$ cat src/rtl/decode_stage_if.sv
// decode_stage_if
//   Bundles every non-clock signal of the MIPS decode stage.
//   Fetch side : in_valid, pc_in, insn_in, stall
//   WB side    : wb_en, wb_addr, wb_data
//   ID/EX side : valid, pc, insn, rsData, rtData, imm, ALUOp, dest,
//                reg_write, illegal
//   The slave modport is taken by decode_stage. The master modport is
//   taken by whatever drives fetch/WB and consumes ID/EX.
interface decode_stage_if;
  logic        in_valid;
  logic [31:0] pc_in;
  logic [31:0] insn_in;
  logic        stall;
  logic        wb_en;
  logic [4:0]  wb_addr;
  logic [31:0] wb_data;

  logic        valid;
  logic [31:0] pc;
  logic [31:0] insn;
  logic [31:0] rsData;
  logic [31:0] rtData;
  logic [31:0] imm;
  logic [5:0]  ALUOp;
  logic [4:0]  dest;
  logic        reg_write;
  logic        illegal;

  modport slave (
    input  in_valid, pc_in, insn_in, stall, wb_en, wb_addr, wb_data,
    output valid, pc, insn, rsData, rtData, imm, ALUOp, dest, reg_write, illegal
  );

  modport master (
    output in_valid, pc_in, insn_in, stall, wb_en, wb_addr, wb_data,
    input  valid, pc, insn, rsData, rtData, imm, ALUOp, dest, reg_write, illegal
  );
endinterface

$ cat src/rtl/decode_stage.sv
// decode_stage
//   Instruction-decode stage of a 5-stage MIPS pipeline. Owns the 32x32
//   register file, decodes the fetched instruction into ALUOp / extended
//   immediate / destination, and registers everything into the ID/EX
//   pipeline register one cycle later.
//   Ports:
//     clock : system clock, all state changes on posedge
//     reset : synchronous active-high reset
//     bus   : decode_stage_if.slave (fetch inputs, WB write port, ID/EX outputs)
//   Parameters:
//     NUM_REGS : register-file depth (index 0 reads as zero)
//     RESET_PC : pc value held in ID/EX after reset
module decode_stage #(
  parameter int          NUM_REGS = 32,
  parameter logic [31:0] RESET_PC = 32'h0000_0000
) (
  input  logic          clock,
  input  logic          reset,
  decode_stage_if.slave bus
);

  localparam logic [5:0] ALU_NOP  = 6'b000000;
  localparam logic [5:0] ALU_ADD  = 6'b000001;
  localparam logic [5:0] ALU_ADDU = 6'b000010;
  localparam logic [5:0] ALU_SUB  = 6'b000011;
  localparam logic [5:0] ALU_SUBU = 6'b000100;
  localparam logic [5:0] ALU_AND  = 6'b000101;
  localparam logic [5:0] ALU_OR   = 6'b000110;
  localparam logic [5:0] ALU_XOR  = 6'b000111;
  localparam logic [5:0] ALU_NOR  = 6'b001000;
  localparam logic [5:0] ALU_SLT  = 6'b001001;
  localparam logic [5:0] ALU_SLTU = 6'b001010;
  localparam logic [5:0] ALU_SLL  = 6'b001011;
  localparam logic [5:0] ALU_SRL  = 6'b001100;
  localparam logic [5:0] ALU_SRA  = 6'b001101;
  localparam logic [5:0] ALU_LUI  = 6'b001110;

  logic [31:0] reg_file [NUM_REGS];

  logic [5:0]  opcode;
  logic [5:0]  funct;
  logic [4:0]  rs;
  logic [4:0]  rt;
  logic [4:0]  rd;
  logic [31:0] sign_imm;
  logic [31:0] zero_imm;

  logic [31:0] rs_value;
  logic [31:0] rt_value;
  logic [5:0]  dec_alu_op;
  logic [31:0] dec_imm;
  logic [4:0]  dec_dest;
  logic        dec_write;
  logic        dec_illegal;
  logic        wb_live;

  assign opcode   = bus.insn_in[31:26];
  assign rs       = bus.insn_in[25:21];
  assign rt       = bus.insn_in[20:16];
  assign rd       = bus.insn_in[15:11];
  assign funct    = bus.insn_in[5:0];
  assign sign_imm = {{16{bus.insn_in[15]}}, bus.insn_in[15:0]};
  assign zero_imm = {16'h0000, bus.insn_in[15:0]};
  assign wb_live  = bus.wb_en && (bus.wb_addr != 5'd0);

  // Register file: writes from WB land regardless of stall; r0 is never written.
  always_ff @(posedge clock) begin
    if (reset) begin
      for (int i = 0; i < NUM_REGS; i++) begin
        reg_file[i] <= '0;
      end
    end else if (wb_live) begin
      reg_file[bus.wb_addr] <= bus.wb_data;
    end
  end

  // Operand read with same-cycle bypass so a value being written this edge
  // is seen by the instruction decoding in the same cycle.
  always_comb begin
    rs_value = reg_file[rs];
    rt_value = reg_file[rt];
    if (wb_live && (bus.wb_addr == rs)) rs_value = bus.wb_data;
    if (wb_live && (bus.wb_addr == rt)) rt_value = bus.wb_data;
    if (rs == 5'd0) rs_value = '0;
    if (rt == 5'd0) rt_value = '0;
  end

  // Instruction decode. Unsupported encodings become an illegal NOP with no
  // destination; a destination of r0 never requests a register write.
  always_comb begin
    dec_alu_op  = ALU_NOP;
    dec_imm     = '0;
    dec_dest    = '0;
    dec_write   = 1'b0;
    dec_illegal = 1'b0;
    case (opcode)
      6'b000000: begin
        dec_dest  = rd;
        dec_write = 1'b1;
        case (funct)
          6'b100000: dec_alu_op = ALU_ADD;
          6'b100001: dec_alu_op = ALU_ADDU;
          6'b100010: dec_alu_op = ALU_SUB;
          6'b100011: dec_alu_op = ALU_SUBU;
          6'b100100: dec_alu_op = ALU_AND;
          6'b100101: dec_alu_op = ALU_OR;
          6'b100110: dec_alu_op = ALU_XOR;
          6'b100111: dec_alu_op = ALU_NOR;
          6'b101010: dec_alu_op = ALU_SLT;
          6'b101011: dec_alu_op = ALU_SLTU;
          6'b000000: dec_alu_op = ALU_SLL;
          6'b000010: dec_alu_op = ALU_SRL;
          6'b000011: dec_alu_op = ALU_SRA;
          default: begin
            dec_dest    = '0;
            dec_write   = 1'b0;
            dec_illegal = 1'b1;
          end
        endcase
      end
      6'b001000: begin dec_alu_op = ALU_ADD;  dec_imm = sign_imm; dec_dest = rt; dec_write = 1'b1; end
      6'b001001: begin dec_alu_op = ALU_ADDU; dec_imm = sign_imm; dec_dest = rt; dec_write = 1'b1; end
      6'b001010: begin dec_alu_op = ALU_SLT;  dec_imm = sign_imm; dec_dest = rt; dec_write = 1'b1; end
      6'b001011: begin dec_alu_op = ALU_SLTU; dec_imm = sign_imm; dec_dest = rt; dec_write = 1'b1; end
      6'b001100: begin dec_alu_op = ALU_AND;  dec_imm = zero_imm; dec_dest = rt; dec_write = 1'b1; end
      6'b001101: begin dec_alu_op = ALU_OR;   dec_imm = zero_imm; dec_dest = rt; dec_write = 1'b1; end
      6'b001110: begin dec_alu_op = ALU_XOR;  dec_imm = zero_imm; dec_dest = rt; dec_write = 1'b1; end
      6'b001111: begin dec_alu_op = ALU_LUI;  dec_imm = {bus.insn_in[15:0], 16'h0000}; dec_dest = rt; dec_write = 1'b1; end
      6'b100011: begin dec_alu_op = ALU_ADDU; dec_imm = sign_imm; dec_dest = rt; dec_write = 1'b1; end
      6'b101011: begin dec_alu_op = ALU_ADDU; dec_imm = sign_imm; dec_dest = rt; dec_write = 1'b0; end
      default:   dec_illegal = 1'b1;
    endcase
    if (dec_dest == 5'd0) dec_write = 1'b0;
  end

  // ID/EX register. A stall holds everything except that a WB write to a
  // source of the held instruction refreshes that operand, so execute never
  // sees a stale value once the stall releases.
  always_ff @(posedge clock) begin
    if (reset) begin
      bus.valid     <= 1'b0;
      bus.pc        <= RESET_PC;
      bus.insn      <= '0;
      bus.rsData    <= '0;
      bus.rtData    <= '0;
      bus.imm       <= '0;
      bus.ALUOp     <= ALU_NOP;
      bus.dest      <= '0;
      bus.reg_write <= 1'b0;
      bus.illegal   <= 1'b0;
    end else if (!bus.stall) begin
      if (bus.in_valid) begin
        bus.valid     <= 1'b1;
        bus.pc        <= bus.pc_in;
        bus.insn      <= bus.insn_in;
        bus.rsData    <= rs_value;
        bus.rtData    <= rt_value;
        bus.imm       <= dec_imm;
        bus.ALUOp     <= dec_alu_op;
        bus.dest      <= dec_dest;
        bus.reg_write <= dec_write;
        bus.illegal   <= dec_illegal;
      end else begin
        bus.valid     <= 1'b0;
        bus.pc        <= '0;
        bus.insn      <= '0;
        bus.rsData    <= '0;
        bus.rtData    <= '0;
        bus.imm       <= '0;
        bus.ALUOp     <= ALU_NOP;
        bus.dest      <= '0;
        bus.reg_write <= 1'b0;
        bus.illegal   <= 1'b0;
      end
    end else begin
      if (wb_live && (bus.wb_addr == bus.insn[25:21])) bus.rsData <= bus.wb_data;
      if (wb_live && (bus.wb_addr == bus.insn[20:16])) bus.rtData <= bus.wb_data;
    end
  end

endmodule
$ cat src/flat_wrapper.sv
// flat-port wrapper written by rule: the top's interface ports become plain ports
module decode_stage_flat 
#(
  parameter int          NUM_REGS = 32,
  parameter logic [31:0] RESET_PC = 32'h0000_0000
)
  (clock, reset, bus_in_valid, bus_pc_in, bus_insn_in, bus_stall, bus_wb_en, bus_wb_addr, bus_wb_data, bus_valid, bus_pc, bus_insn, bus_rsData, bus_rtData, bus_imm, bus_ALUOp, bus_dest, bus_reg_write, bus_illegal);
  decode_stage_if bus_i ();
  input  logic clock;
  input  logic reset;
  input wire logic [$bits(bus_i.in_valid)-1:0] bus_in_valid;
  input wire logic [$bits(bus_i.pc_in)-1:0] bus_pc_in;
  input wire logic [$bits(bus_i.insn_in)-1:0] bus_insn_in;
  input wire logic [$bits(bus_i.stall)-1:0] bus_stall;
  input wire logic [$bits(bus_i.wb_en)-1:0] bus_wb_en;
  input wire logic [$bits(bus_i.wb_addr)-1:0] bus_wb_addr;
  input wire logic [$bits(bus_i.wb_data)-1:0] bus_wb_data;
  output wire logic [$bits(bus_i.valid)-1:0] bus_valid;
  output wire logic [$bits(bus_i.pc)-1:0] bus_pc;
  output wire logic [$bits(bus_i.insn)-1:0] bus_insn;
  output wire logic [$bits(bus_i.rsData)-1:0] bus_rsData;
  output wire logic [$bits(bus_i.rtData)-1:0] bus_rtData;
  output wire logic [$bits(bus_i.imm)-1:0] bus_imm;
  output wire logic [$bits(bus_i.ALUOp)-1:0] bus_ALUOp;
  output wire logic [$bits(bus_i.dest)-1:0] bus_dest;
  output wire logic [$bits(bus_i.reg_write)-1:0] bus_reg_write;
  output wire logic [$bits(bus_i.illegal)-1:0] bus_illegal;
  assign bus_i.in_valid = bus_in_valid;
  assign bus_i.pc_in = bus_pc_in;
  assign bus_i.insn_in = bus_insn_in;
  assign bus_i.stall = bus_stall;
  assign bus_i.wb_en = bus_wb_en;
  assign bus_i.wb_addr = bus_wb_addr;
  assign bus_i.wb_data = bus_wb_data;
  assign bus_valid = bus_i.valid;
  assign bus_pc = bus_i.pc;
  assign bus_insn = bus_i.insn;
  assign bus_rsData = bus_i.rsData;
  assign bus_rtData = bus_i.rtData;
  assign bus_imm = bus_i.imm;
  assign bus_ALUOp = bus_i.ALUOp;
  assign bus_dest = bus_i.dest;
  assign bus_reg_write = bus_i.reg_write;
  assign bus_illegal = bus_i.illegal;
  decode_stage #(.NUM_REGS(NUM_REGS), .RESET_PC(RESET_PC)) u_core (.clock(clock), .reset(reset), .bus(bus_i));
endmodule
$ cat config.mk
export PLATFORM = sky130hd
export DESIGN_NAME = decode_stage_flat
export DESIGN_NICKNAME = d
export VERILOG_FILES = /design/src/rtl/decode_stage_if.sv /design/src/rtl/decode_stage.sv /design/src/flat_wrapper.sv
export SDC_FILE = /design/constraint.sdc
export NUM_CORES = 2
export LEC_CHECK = 0
export ABC_AREA = 0
export CAP_MARGIN = 20
export CORE_MARGIN = 2
export CORE_UTILIZATION = 25
export DETAILED_ROUTE_END_ITERATION = 6
export GPL_TIMING_DRIVEN = 0
export SLEW_MARGIN = 20
export SYNTH_ARGS = -nofsm -noshare
export SYNTH_HDL_FRONTEND = slang
export SYNTH_SLANG_ARGS = --single-unit
export TNS_END_PERCENT = 10
$ cat constraint.sdc
create_clock -name clock -period 6.25 [get_ports clock]
set_input_delay 1.25 -clock clock [delete_from_list [all_inputs] [get_ports clock]]
set_output_delay 1.25 -clock clock [all_outputs]
set_load 0.05 [all_outputs]
==> results by group <==
Detailed routing
  – Post-route antenna net violation count: 0
  – Via Count: 46.2k
  – First-pass DRT Iterations: 7
  – Routed length per instance: 35.4 µm
  – DR DRC count: 4
  – Drt via density: 5.57
  – Routed WL: 294000 µm
  – DRT iter0 DRCs: 7813

Floorplanning
  – Overall die area: 252000 µm²
  – Starting density of the core: 25.2%
  – Core footprint: 246000 µm²
  – Site Rows: 182
  – IO Count: 280
  – Die W: 502 µm
  – DIE HEIGHT: 502 µm

Run status
  – Failing checks: DRC
  – Status: finished with violations

Setup path
  – Crit end category: flop
  – Buf/Inv on CP: 4
  – Reg-to-reg slack, setup: 2.88 ns
  – Worst reg2reg startpoint: u_core.bus.insn[22]
  – CP max FO: 10
  – Largest delay contributor family on the critical path: buffers and inverters
  – CP max-delay cell: a221oi_1
  – Worst setup SP type: input pin
  – Worst EP required: 6.96 ns
  – R2r worst-path depth: 6
  – Worst reg2reg path endpoint: u_core.bus.rsData[29]
  – WP data arrival: 5.85 ns
  – Worst stage delay on the critical path: 1.00 ns
  – Worst path cell trace: clkdlybuf4s50_1 > buf_2 > or3_1 > clkbuf_1 > clkbuf_2 > o221ai_1 > a221oi_1 > a21oi_1 > a211oi_1 > nor2_1
  – Critical path type: input pin to flop

Global route
  – Antenna violations before repair: 35
  – GR Util All Layers: 22.6%
  – First-pass GRT wire length: 385000 µm
  – Vias in the first global route: 44.6k
  – Gr ovfl total: 0
  – Pin count of the biggest net entering global routing: 33

Pwr
  – Logic pwr share: 14.5%
  – P_leak: 24.5 nW
  – Peak VDD IR: 252 µV
  – Fraction of power spent switching nets: 28.2%
  – Internal power: 14.4 mW
  – Clock power frac: 39.0%
  – Sw Pwr: 5.67 mW
  – Pwr per Cell Area: 273 nW/µm²
  – Sequential fraction of design power: 46.5%

Clocking
  – Clk Latency, worst-skew pair: 0.83 ns
  – CTS sink count: 1196
  – TritonCTS buffer count: 131
  – Clock transition at the registers of the reported paths: 0.06 ns
  – Clock Path Buffers: 3
  – H-tree depth: 4
  – Cts hold-fix bufs: 0
  – Post-CTS Setup Inserts: 0
  – CTS root buffer: clkbuf_16
  – Gates resized, CTS repair: 0
  – CTS tree: yes

Min path
  – Hold Crit Class: flop to flop
  – Min-Delay Startpoint: u_core.bus.rsData[10]
  – WHS Endpoint: u_core.bus.rsData[10]
  – Hold path depth: 2

Yosys
  – Netlist cell types: 70
  – Yosys Warn Count: 0
  – Synth top area cells: edfxtp_1, mux4_2, and2_1
  – Synth top cells by count: edfxtp_1, and2_1, mux4_2
  – FFs w/ async S/R, synth: 0%
  – Predominant post-synthesis flop cell: edfxtp_1
  – Mean Syn Cell Area: 14.0 µm²
  – Sequential area share after synthesis: 55.1%
  – Cell count after synthesis: 4440
  – Mapped cell area: 62100 µm²
  – Cell taking the most area after synthesis: edfxtp_1
  – EDFF count, synth: 1024
  – Most frequent cell after synthesis: edfxtp_1
  – Post-synth top area share: 49.5%
  – Synth Register Bits: 1196

Placed design
  – Port Buf Inserts: 262
  – Placed cell area: 69300 µm²
  – Gpl congestion: 1.04
  – Placed Cells incl. Taps: 8056
  – Detailed Place HPWL: 213000 µm

Timing
  – Max Slew Vio Count: 0
  – Max_slew headroom: 11.7%
  – Final Hold Fails: 0
  – Tcrit/Tclk final: 82.2%
  – Setup TNS Final: 0 ns
  – Hold slack: 0.466 ns
  – RSZ-0062 raised after global routing: no
  – Final setup fails: 0
  – Worst slew pin tran: 1.32 ns
  – Final min period: 5.14 ns
  – Fmax: 195 MHz
  – Clock Skew: 0.0318 ns

Finish
  – Final net count: 4985
  – Final Non-Filler Cells: 8299
  – Fin util: 29.8%
  – Area grow syn2layout: 18.4%
  – Final instance area: 73500 µm²
  – Layout cells sized above 1: 19.2%

Run
  – Max-Cap Viols: 0
-- final cells by class --
cell class	instances	area [µm²]
Antenna cell	7	17.5
Buffer	484	2230
Clock buffer	183	3710
Clock inverter	51	420
Fill cell	24800	173000
Inverter	4	15.0
Multi-Input combinational cell	2789	25900
Sequential cell	1196	34200
Tap cell	3312	4140
Timing Repair Buffer	273	2860
-- registers in the layout, summed over array words and instances, names as in the netlist --
signal,cells
u_core.bus.ALUOp,4
u_core.bus.dest,5
u_core.bus.illegal,1
u_core.bus.imm,32
u_core.bus.insn,32
u_core.bus.pc,32
u_core.bus.reg_write,1
u_core.bus.rsData,32
u_core.bus.rtData,32
u_core.bus.valid,1
u_core.reg_file,1024
-- layer usage --
layer,global-route usage (%),part of all wire [%],vias to the layer above
li1,-,-,17900
met1,27.3,35,23800
met2,33.4,42,3702
met3,7.08,13,830
met4,17.6,9.2,14
met5,0.305,0.058,-
-- worst register-to-register path: stages (launching register included) --
cell and delay (ns):
dfxtp_1 0.41, xnor2_1 0.15, nand3_1 0.28, o41ai_4 0.85
clkbuf_1 0.97, o21ai_0 0.30, a221oi_2 0.33
-- how the worst max path moves through the flow --
stage,start,to,slack (ns),cells past startpoint
finish,bus_insn_in[18],u_core.bus.rtData[31],1.11,10
global route,bus_insn_in[18],u_core.bus.rtData[31],1.53,10
CTS,bus_insn_in[18],u_core.bus.rtData[19],1.65,10
detailed placement,bus_insn_in[18],u_core.bus.rtData[19],0.79,10
global placement,bus_insn_in[18],u_core.bus.rtData[31],0.25,10
floorplan,bus_wb_addr[2],u_core.reg_file[8][0],2.85,8
-- power groups by stage --
stage | clock, mW | combinational (mW) | sequential (mW)
3_3_place_gp | 0 | 2.79 | 9.48
4_1_cts | 7.79 | 2.83 | 9.33
3_5_place_dp | 0 | 2.82 | 9.50
5_1_grt | 8.10 | 2.93 | 9.38
2_1_floorplan | 0 | 1.43 | 9.53
6_report | 7.83 | 2.92 | 9.34
-- cell families (layout without fill, tap and decap cells) --
family | after synthesis | count (layout) | share of synthesized area (%)
xor gates and xnor gates | 21 | 21 | 0.296
other | 1 | 41 | 0.00604
and+or+nand+nor | 1396 | 1396 | 13.0
AOI/OAI and AO/OA | 598 | 598 | 7.18
DFF | 1196 | 1196 | 55.1
buffers and inverters | 488 | 995 | 3.55
muxes | 740 | 740 | 20.9
-- through the flow --
| stage | setup slack (ns) | total power [mW] |
|---|---|---|
| floorplan | 2.85 | 11.0 |
| global placement | 0.250 | 12.3 |
| detailed placement | 0.794 | 12.3 |
| CTS | 1.65 | 19.9 |
| global route | 1.53 | 20.4 |
| finish | 1.11 | 20.1 |
-- cells in the final DEF, fill, tap and decap left out, types with 28 or more instances in the layout --
cell                n
a211oi_1           68
a21oi_1            99
a221oi_1           30
a22oi_1           120
and2_1            964
buf_2              84
buf_4              49
clkbuf_1          336
clkbuf_16         138
clkbuf_2           28
clkdlybuf4s50_1   262
conb_1             34
dfxtp_1           172
edfxtp_1         1024
mux2_2             85
mux2i_1           218
mux4_2            437
nand2_1            86
nor2_1            161
nor3_1             49
o21ai_0            66
o221ai_1           48
o22ai_1            44
or2_4              28
No activity file was read; power rests on OpenSTA's default activity.
